==> config.mk <==
export PLATFORM = sky130hd
export DESIGN_NAME = branch_target_buffer_flat
export DESIGN_NICKNAME = d
export VERILOG_FILES = /design/src/rtl/branch_target_buffer_if.sv /design/src/rtl/branch_target_buffer.sv /design/src/flat_wrapper.sv
export SDC_FILE = /design/constraint.sdc
export NUM_CORES = 2
export LEC_CHECK = 0
export CAP_MARGIN = 25
export CORE_ASPECT_RATIO = 0.6
export CORE_MARGIN = 8
export CORE_UTILIZATION = 60
export CTS_CLUSTER_SIZE = 40
export DETAILED_ROUTE_END_ITERATION = 8
export MAX_ROUTING_LAYER = met4
export PLACE_DENSITY = 0.78
export SETUP_SLACK_MARGIN = 0.2
export SLEW_MARGIN = 5
export SYNTH_ARGS = -nofsm -noshare
export SYNTH_HDL_FRONTEND = slang
export SYNTH_SLANG_ARGS = --single-unit
==> constraint.sdc <==
create_clock -name clk -period 74.9 [get_ports clk]
set_input_delay 11.235 -clock clk [delete_from_list [all_inputs] [get_ports clk]]
set_output_delay 11.235 -clock clk [all_outputs]
set_load 0.02 [all_outputs]
==> src/rtl/branch_target_buffer_if.sv <==
// Fetch/update bus for branch_target_buffer. With BTB_STATS_EN defined the
// statistics counters are carried here as well.
interface branch_target_buffer_if #(
  parameter int WordSize = 32
) ();

  logic [WordSize-1:0] fetch_pc;
  logic                pred_taken;
  logic [WordSize-1:0] pred_pc;
  logic                pred_hit;
  logic                upd_valid;
  logic [WordSize-1:0] upd_pc;
  logic [WordSize-1:0] upd_target;
  logic                upd_taken;
`ifdef BTB_STATS_EN
  logic [31:0]         stat_lookups;
  logic [31:0]         stat_mispred;
`endif

  modport master (
    output fetch_pc,
    output upd_valid,
    output upd_pc,
    output upd_target,
    output upd_taken,
`ifdef BTB_STATS_EN
    input  stat_lookups,
    input  stat_mispred,
`endif
    input  pred_taken,
    input  pred_pc,
    input  pred_hit
  );

  modport slave (
    input  fetch_pc,
    input  upd_valid,
    input  upd_pc,
    input  upd_target,
    input  upd_taken,
`ifdef BTB_STATS_EN
    output stat_lookups,
    output stat_mispred,
`endif
    output pred_taken,
    output pred_pc,
    output pred_hit
  );

endinterface

==> src/rtl/branch_target_buffer.sv <==
// Direct-mapped branch target buffer with 2-bit saturating counters.
// Optional feature macro BTB_STATS_EN adds lookup/mispredict counters.
module branch_target_buffer #(
  parameter int WordSize = 32,
  parameter int Entries  = 16
) (
  input  logic                  clk,
  input  logic                  rstn_h,
  branch_target_buffer_if.slave bus
);

  localparam int IdxBits = $clog2(Entries);
  localparam int TagBits = WordSize - IdxBits - 2;

  // Saturating counter step: never wraps past 2'b11 or below 2'b00.
  function automatic logic [1:0] ctr_step(input logic [1:0] ctr, input logic up);
    logic [1:0] res;
    if (up) begin
      if (ctr != 2'b11) res = ctr + 2'b01;
      else              res = ctr;
    end else begin
      if (ctr != 2'b00) res = ctr - 2'b01;
      else              res = ctr;
    end
    return res;
  endfunction

  logic                r_valid  [Entries];
  logic [TagBits-1:0]  r_tag    [Entries];
  logic [WordSize-1:0] r_target [Entries];
  logic [1:0]          r_ctr    [Entries];

  logic [IdxBits-1:0]  w_f_idx;
  logic [TagBits-1:0]  w_f_tag;
  logic                w_f_hit;
  logic                w_f_taken;
  logic [WordSize-1:0] w_f_seq;
  logic [WordSize-1:0] w_f_next;

  logic [IdxBits-1:0]  w_u_idx;
  logic [TagBits-1:0]  w_u_tag;
  logic                w_u_hit;
  logic                w_u_pred;
  logic [1:0]          w_ctr_nxt;
  logic                w_wr_en;
  logic                w_alloc;
  logic                w_tgt_en;
  logic                w_unused_ok;

  // Fetch-side lookup from registered table state, zero latency.
  always_comb begin
    w_f_idx   = bus.fetch_pc[IdxBits+1:2];
    w_f_tag   = bus.fetch_pc[WordSize-1:IdxBits+2];
    w_f_hit   = r_valid[w_f_idx] && (r_tag[w_f_idx] == w_f_tag);
    w_f_taken = w_f_hit && r_ctr[w_f_idx][1];
    w_f_seq   = bus.fetch_pc + WordSize'(4);
    if (w_f_taken) begin
      w_f_next = r_target[w_f_idx];
    end else begin
      w_f_next = w_f_seq;
    end
  end

  assign bus.pred_hit   = w_f_hit;
  assign bus.pred_taken = w_f_taken;
  assign bus.pred_pc    = w_f_next;

  // Low PC bits are word-offset only and never index the table.
  assign w_unused_ok = &{1'b0, bus.upd_pc[1:0]};

  // Update decode: hits train the counter, taken misses allocate.
  always_comb begin
    w_u_idx   = bus.upd_pc[IdxBits+1:2];
    w_u_tag   = bus.upd_pc[WordSize-1:IdxBits+2];
    w_u_hit   = r_valid[w_u_idx] && (r_tag[w_u_idx] == w_u_tag);
    w_u_pred  = w_u_hit && r_ctr[w_u_idx][1];
    w_ctr_nxt = r_ctr[w_u_idx];
    w_wr_en   = 1'b0;
    w_alloc   = 1'b0;
    w_tgt_en  = 1'b0;
    if (bus.upd_valid) begin
      if (w_u_hit) begin
        w_wr_en   = 1'b1;
        w_ctr_nxt = ctr_step(r_ctr[w_u_idx], bus.upd_taken);
        w_tgt_en  = bus.upd_taken;
      end else if (bus.upd_taken) begin
        w_wr_en   = 1'b1;
        w_alloc   = 1'b1;
        w_tgt_en  = 1'b1;
        w_ctr_nxt = 2'b10;
      end else begin
        w_wr_en   = 1'b0;
      end
    end else begin
      w_wr_en = 1'b0;
    end
  end

  // Table storage; reset wins over any update in the same cycle.
  always_ff @(posedge clk or posedge rstn_h) begin
    if (rstn_h) begin
      for (int i = 0; i < Entries; i++) begin
        r_valid[i]  <= 1'b0;
        r_tag[i]    <= '0;
        r_target[i] <= '0;
        r_ctr[i]    <= 2'b01;
      end
    end else if (w_wr_en) begin
      r_ctr[w_u_idx] <= w_ctr_nxt;
      if (w_alloc) begin
        r_valid[w_u_idx] <= 1'b1;
        r_tag[w_u_idx]   <= w_u_tag;
      end
      if (w_tgt_en) begin
        r_target[w_u_idx] <= bus.upd_target;
      end
    end
  end

`ifdef BTB_STATS_EN
  logic [31:0] r_stat_lookups;
  logic [31:0] r_stat_mispred;
  logic        w_u_mispred;

  assign w_u_mispred = (w_u_pred != bus.upd_taken);

  // Statistics counters, saturating at all-ones.
  always_ff @(posedge clk or posedge rstn_h) begin
    if (rstn_h) begin
      r_stat_lookups <= 32'd0;
      r_stat_mispred <= 32'd0;
    end else if (bus.upd_valid) begin
      if (r_stat_lookups != 32'hFFFF_FFFF) begin
        r_stat_lookups <= r_stat_lookups + 32'd1;
      end
      if (w_u_mispred && (r_stat_mispred != 32'hFFFF_FFFF)) begin
        r_stat_mispred <= r_stat_mispred + 32'd1;
      end
    end
  end

  assign bus.stat_lookups = r_stat_lookups;
  assign bus.stat_mispred = r_stat_mispred;
`else
  logic w_unused_pred;
  assign w_unused_pred = w_u_pred;
`endif

endmodule

==> src/flat_wrapper.sv <==
// flat-port wrapper written by rule: the top's interface ports become plain ports
module branch_target_buffer_flat 
#(
  parameter int WordSize = 32,
  parameter int Entries  = 16
)
  (clk, rstn_h, bus_fetch_pc, bus_upd_valid, bus_upd_pc, bus_upd_target, bus_upd_taken, bus_pred_taken, bus_pred_pc, bus_pred_hit);
  branch_target_buffer_if #(.WordSize(WordSize)) bus_i ();
  input  logic clk;
  input  logic rstn_h;
  input wire logic [$bits(bus_i.fetch_pc)-1:0] bus_fetch_pc;
  input wire logic [$bits(bus_i.upd_valid)-1:0] bus_upd_valid;
  input wire logic [$bits(bus_i.upd_pc)-1:0] bus_upd_pc;
  input wire logic [$bits(bus_i.upd_target)-1:0] bus_upd_target;
  input wire logic [$bits(bus_i.upd_taken)-1:0] bus_upd_taken;
  output wire logic [$bits(bus_i.pred_taken)-1:0] bus_pred_taken;
  output wire logic [$bits(bus_i.pred_pc)-1:0] bus_pred_pc;
  output wire logic [$bits(bus_i.pred_hit)-1:0] bus_pred_hit;
  assign bus_i.fetch_pc = bus_fetch_pc;
  assign bus_i.upd_valid = bus_upd_valid;
  assign bus_i.upd_pc = bus_upd_pc;
  assign bus_i.upd_target = bus_upd_target;
  assign bus_i.upd_taken = bus_upd_taken;
  assign bus_pred_taken = bus_i.pred_taken;
  assign bus_pred_pc = bus_i.pred_pc;
  assign bus_pred_hit = bus_i.pred_hit;
  branch_target_buffer #(.WordSize(WordSize), .Entries(Entries)) u_core (.clk(clk), .rstn_h(rstn_h), .bus(bus_i));
endmodule
**Yosys cells after proc, flatten, opt, wreduce, memory -nomap -nowiden**

Index checks and enable logic that the tools add are counted.

- Register bits after elaboration: 976
- Bits of input ports: 100
- Output and inout port bits: 34

- Add/sub/neg operators: 3
- Magnitude comparators: 3
- Eq/ne operators: 3
- Multiplexer cells: 46
- Bitwise logic cells: 3
- Reductions and logical operators: 7

Operators with widths:

| cell | count |
|---|---|
| bitwise mux 512 bit | 1 |
| bitwise mux 416 bit | 1 |
| binary-select mux 26 bit (select 4 bit) | 2 |
| two-way mux 26 bit | 5 |
| binary-select mux 32 bit (select 4 bit) | 1 |
| demux 32 bit (select 4 bit) | 1 |
| two-way mux 32 bit | 4 |
| demux 26 bit (select 4 bit) | 1 |
| equality test 26 bit | 2 |
| adder 32 x 3 -> 32 bit, second input constant | 1 |
| bitwise mux 32 bit | 1 |
| two-way mux 2 bit | 11 |
| binary-select mux 2 bit (select 4 bit) | 2 |
| OR 16 bit | 1 |
| two-way mux 1 bit | 12 |
| greater-or-equal comparator 5 bit, second input constant | 2 |
| NOT 4 -> 5 bit | 2 |
| binary-select mux 1 bit (select 4 bit) | 2 |
| demux 2 bit (select 4 bit) | 1 |
| < comparator 5 x 1 -> 1 bit, second input constant | 1 |
| demux 1 bit (select 4 bit) | 1 |
| logical AND 1 bit | 4 |
| AND reduction 2 bit | 2 |
| adder 2 x 1 -> 2 bit, second input constant | 1 |
| 3 further kinds | 3 |

**Depth between registers and ports, before layout**

- Depth in word-level cells: 10
- Depth in mapped cells: 16

**Least setup slack after synthesis**

No wires, ideal clock.

- Path type: input -> output
- Start: input port bus_fetch_pc[2]
- End: output port bus_pred_pc[2]
- Arrival time: 14.433 ns
- Slack: 49.232 ns
- Stages: 12
- Cell sequence: buf_2 > buf_2 > buf_2 > mux4_2 > mux4_2 > xor2_1 > nor3_1 > and4_1 > and2_1 > buf_4 > buf_2 > o21ai_0

- Word-level cells in the longest chain between the ends: 8

Ends and longest elaborated chain:

| element | RTL line | text |
|---|---|---|
| from (decl) | flat_wrapper.sv:11 | `input wire logic [$bits(bus_i.fetch_pc)-1:0] bus_fetch_pc;` |
| NOT 4 -> 5 bit (implied by the code) * | branch_target_buffer.sv:54 | `w_f_hit = r_valid[w_f_idx] && (r_tag[w_f_idx] == w_f_tag);` |
| binary-select mux 26 bit (select 4 bit) | branch_target_buffer.sv:54 |  |
| two-way mux 26 bit (implied by the code) (2 in series) | branch_target_buffer.sv:54 |  |
| equality test 26 bit | branch_target_buffer.sv:54 |  |
| logical AND 1 bit * | branch_target_buffer.sv:54 |  |
| via bus_pred_hit | flat_wrapper.sv:18 | `output wire logic [$bits(bus_i.pred_hit)-1:0] bus_pred_hit;` |
| logical AND 1 bit * | branch_target_buffer.sv:55 | `w_f_taken = w_f_hit && r_ctr[w_f_idx][1];` |
| via bus_pred_taken | flat_wrapper.sv:16 | `output wire logic [$bits(bus_i.pred_taken)-1:0] bus_pred_taken;` |
| two-way mux 32 bit * | branch_target_buffer.sv:57 | `if (w_f_taken) begin` |
| to (decl) | flat_wrapper.sv:17 | `output wire logic [$bits(bus_i.pred_pc)-1:0] bus_pred_pc;` |

The timed path passes the listed nets; every way through them passes the cells marked *. The select of a mux whose other input is x is not followed.

**Worst setup path after layout**

- Start: input port bus_fetch_pc[3]
- End: output port bus_pred_pc[3]

- Word-level cells in the longest chain between the ends: 8

Ends and longest elaborated chain:

| element | RTL line |
|---|---|
| NOT 4 -> 5 bit (implied by the code) | branch_target_buffer.sv:54, branch_target_buffer.sv:55, branch_target_buffer.sv:58 |
| binary-select mux 26 bit (select 4 bit) | branch_target_buffer.sv:54 |
| two-way mux 26 bit (implied by the code) (2 in series) | branch_target_buffer.sv:54 |
| equality test 26 bit | branch_target_buffer.sv:54 |
| logical AND 1 bit | branch_target_buffer.sv:54 |
| logical AND 1 bit | branch_target_buffer.sv:55 |
| two-way mux 32 bit * | branch_target_buffer.sv:57 |

Every way passes the cells marked *; elsewhere a longest branch is shown, timed or not. The select of a mux whose other input is x is not followed.

==> impl_metrics.py <==
metrics = {
    "worst_hold_path": {
        "min_from": "u_core.r_valid[13]$_DFFE_PP0P_",
        "hp-class": "reg -> reg",
        "hold_path_depth": 1,
        "hold_end": "u_core.r_valid[13]$_DFFE_PP0P_",
    },
    "worst_setup_path": {
        "reg2reg_to": "u_core.r_tag[298]$_DFFE_PP0P_",
        "critical_path.endpoint_type": "output pin",
        "cp.buffers_inverters": 5,
        "cpMostUsedCell": "buf_4",
        "startpoint_type": "primary input",
        "crit_chain": "buf_8, buf_4, buf_4, mux4_2, mux4_2, xor2_1, nor3_1, and4_1, and2_2, buf_4, mux2_1, clkdlybuf4s50_1",
        "r2r_slack_ns": 70.70,
        "path_class": "in -> out",
        "required_ns": 63.67,
        "cp.arrival_ns": 17.79,
        "cp_max_fo": 82,
        "slowest_stage": "buf_4",
        "slowest_delay_ns": 0.85,
        "ff2ff_path_depth": 11,
        "rr_startpoint": "u_core.r_tag[341]$_DFFE_PP0P_",
        "cp_top_family": "buffers and inverters",
    },
    "die": {
        "die_width_um": 387,
        "die_area_sq_mm": 0.0924,
        "initial_core_util": 0.607,
        "core-area_sq_mm": 0.0817,
        "row_count": 81,
        "io_pins": 134,
        "die_h_um": 239,
    },
    "sta": {
        "period_share": 0.388,
        "hold_violations": 0,
        "clock_skew_ns": 0.0304,
        "fmax_mhz": 34.4,
        "finalSetupViolations": 0,
        "drv_slew": 0,
        "fin_crit_ns": 29.03,
        "worst_slew_pin_slew_ns": 1.05,
        "setup_tns_ns": 0,
        "slew_headroom": 0.301,
        "whs_ns": 0.491,
        "rsz0062_at_grt": "false",
    },
    "flow_run": {
        "cap_viol_max_count": 0,
    },
    "synth": {
        "netlist_area_sq_mm": 0.0496,
        "synth_top_area_frac": 0.484,
        "synth_top_cell_by_area": "dfrtp_1",
        "yosysSeqAreaShare": 0.493,
        "synth_nets": 3280,
        "synth_warnings": 0,
        "ys_types": 69,
        "synth_ff_type": "dfrtp_1",
        "yosys-top-cells-area": "dfrtp_1 (48%), mux2_2 (22%), mux4_2 (17%)",
        "async_flop_share": 1.00,
        "synth_edf_count": 0,
        "ys_ff_latch": 976,
        "synthCells": 3179,
        "syn_avg_cell_area_sq_um": 15.6,
    },
    "drt": {
        "wire_per_inst_um": 31.4,
        "wirelength_um": 136000,
        "num_vias": 29800,
        "viasPerCell": 6.89,
        "drc": 0,
        "ant_nets": 0,
        "drtIter0Drc": 3150,
        "drt_first_pass_iters": 7,
    },
    "power_and_ir_drop": {
        "cellPowerDensity_mw_per_mm2": 26.8,
        "peakVddDrop_mv": 0.0193,
        "p_leak_nw": 23.6,
    },
    "cts": {
        "clock_latency_ns": 0.67,
        "cts-root-buf": "clkbuf_16",
        "hold_buffers": 0,
        "cts_htree_levels": 3,
        "clk_path_buf_depth": 3,
        "cts_tree": "yes",
        "cts_resized": 0,
        "clkSinkCount": 976,
        "clk_pin_slew_ns": 0.06,
        "numCtsBuffers": 91,
        "postCtsSetupRepairBufs": 0,
    },
    "cells_and_area": {
        "most-common-layout-cells": "dfrtp_1 (960), mux2_2 (956), mux4_2 (377)",
        "final_common_cell": "dfrtp_1",
        "nets": 3270,
        "synthToLayoutAreaGrowth_pct": 9.76,
        "layout-drive-gt1-share": 0.502,
    },
    "global_route": {
        "grt_pass1_vias": 32000,
        "grt_start_max_net_pins": 189,
        "grt_pass1_wl_um": 207000,
        "overflow": 0,
        "grt_use_total": 0.303,
        "antenna_found_initial": 11,
    },
    "status": {
        "status": "complete, no violations",
    },
    "placed_design": {
        "globalplace.congestion": 0.901,
        "portBuffers": 131,
        "hpwl_um": 82500,
    },
}
## power by group
group	total, mW	leakage, nW	switching, mW	internal (mW)
registers	0.696	12.4	0.0668	0.629
logic	0.294	9.65	0.120	0.174
clock network	0.471	1.49	0.204	0.267
## area by class of cell
cell class / instances / area, sq um
fill: 5417 / 27200
sequential: 976 / 24400
multi-input combinational: 1900 / 23700
clock buffer: 142 / 2760
timing repair buffer: 194 / 1930
tap: 1079 / 1350
clock inverter: 22 / 240
inverter: 6 / 30.0
antenna: 11 / 27.5
## sequential cells by signal, indices dropped and copies added, names as in the netlist
signal           flops
u_core.r_ctr        32
u_core.r_target    512
u_core.r_tag       416
u_core.r_valid      16
## through the flow
stage               worst slack [ns]  instance area (sq um)  power, mW  std cells   util
finish                         45.87                  54400       1.46       4330  0.666
global route                   45.62                  54400       1.52       4330  0.666
CTS                            46.02                  54200       1.46       4310  0.664
detailed placement             46.03                  51200      0.991       4146  0.627
global placement               46.02                  51200      0.964       4146  0.627
floorplan                      36.24                  49600      0.904       3179      -
## per-layer routing
metal | routed length (um) | vias up | global-route usage
met1 | 57700 | 16200 | 0.421
li1 | - | 12100 | -
met2 | 60600 | 1328 | 0.433
met4 | 3930 | 0 | 0.0935
met5 | 0 | - | -
met3 | 13900 | 289 | 0.0925
## worst max-delay path by stage
stage	start	to	slack, ns	depth (start not counted)
floorplan	rstn_h	u_core.r_ctr[11]$_DFFE_PP0P_	36.24	1
global placement	bus_fetch_pc[2]	bus_pred_pc[3]	46.02	13
detailed placement	bus_fetch_pc[3]	bus_pred_pc[3]	46.03	12
CTS	bus_fetch_pc[2]	bus_pred_pc[3]	46.02	13
global route	bus_fetch_pc[2]	bus_pred_pc[12]	45.62	14
finish	bus_fetch_pc[3]	bus_pred_pc[3]	45.87	12
## kinds of logic after synthesis
logic type                 after synthesis  synth area share
and+or+nand+nor                        251            0.0286
buffers and inverters                  303            0.0323
AOI/OAI and AO/OA                      111            0.0159
xor gates and xnor gates                83            0.0147
DFF                                    976             0.493
muxes                                 1454             0.415
adders and majority gates                1          0.000252
## Yosys cell counts (all sizes together), types with 7 or more instances
| cell type | number |
|---|---|
| nand4 | 25 |
| dfstp | 16 |
| nand2 | 79 |
| dfrtp | 960 |
| o22ai | 12 |
| nor2b | 11 |
| nor4 | 8 |
| nand2b | 24 |
| buf | 139 |
| nand3 | 22 |
| and4 | 7 |
| mux4 | 378 |
| a221oi | 13 |
| mux2i | 80 |
| nor2 | 38 |
| xnor2 | 36 |
| mux2 | 996 |
| a22o | 11 |
| o21ai | 36 |
| xor2 | 47 |
| clkbuf | 158 |
Power figures use the tool's default switching activity.
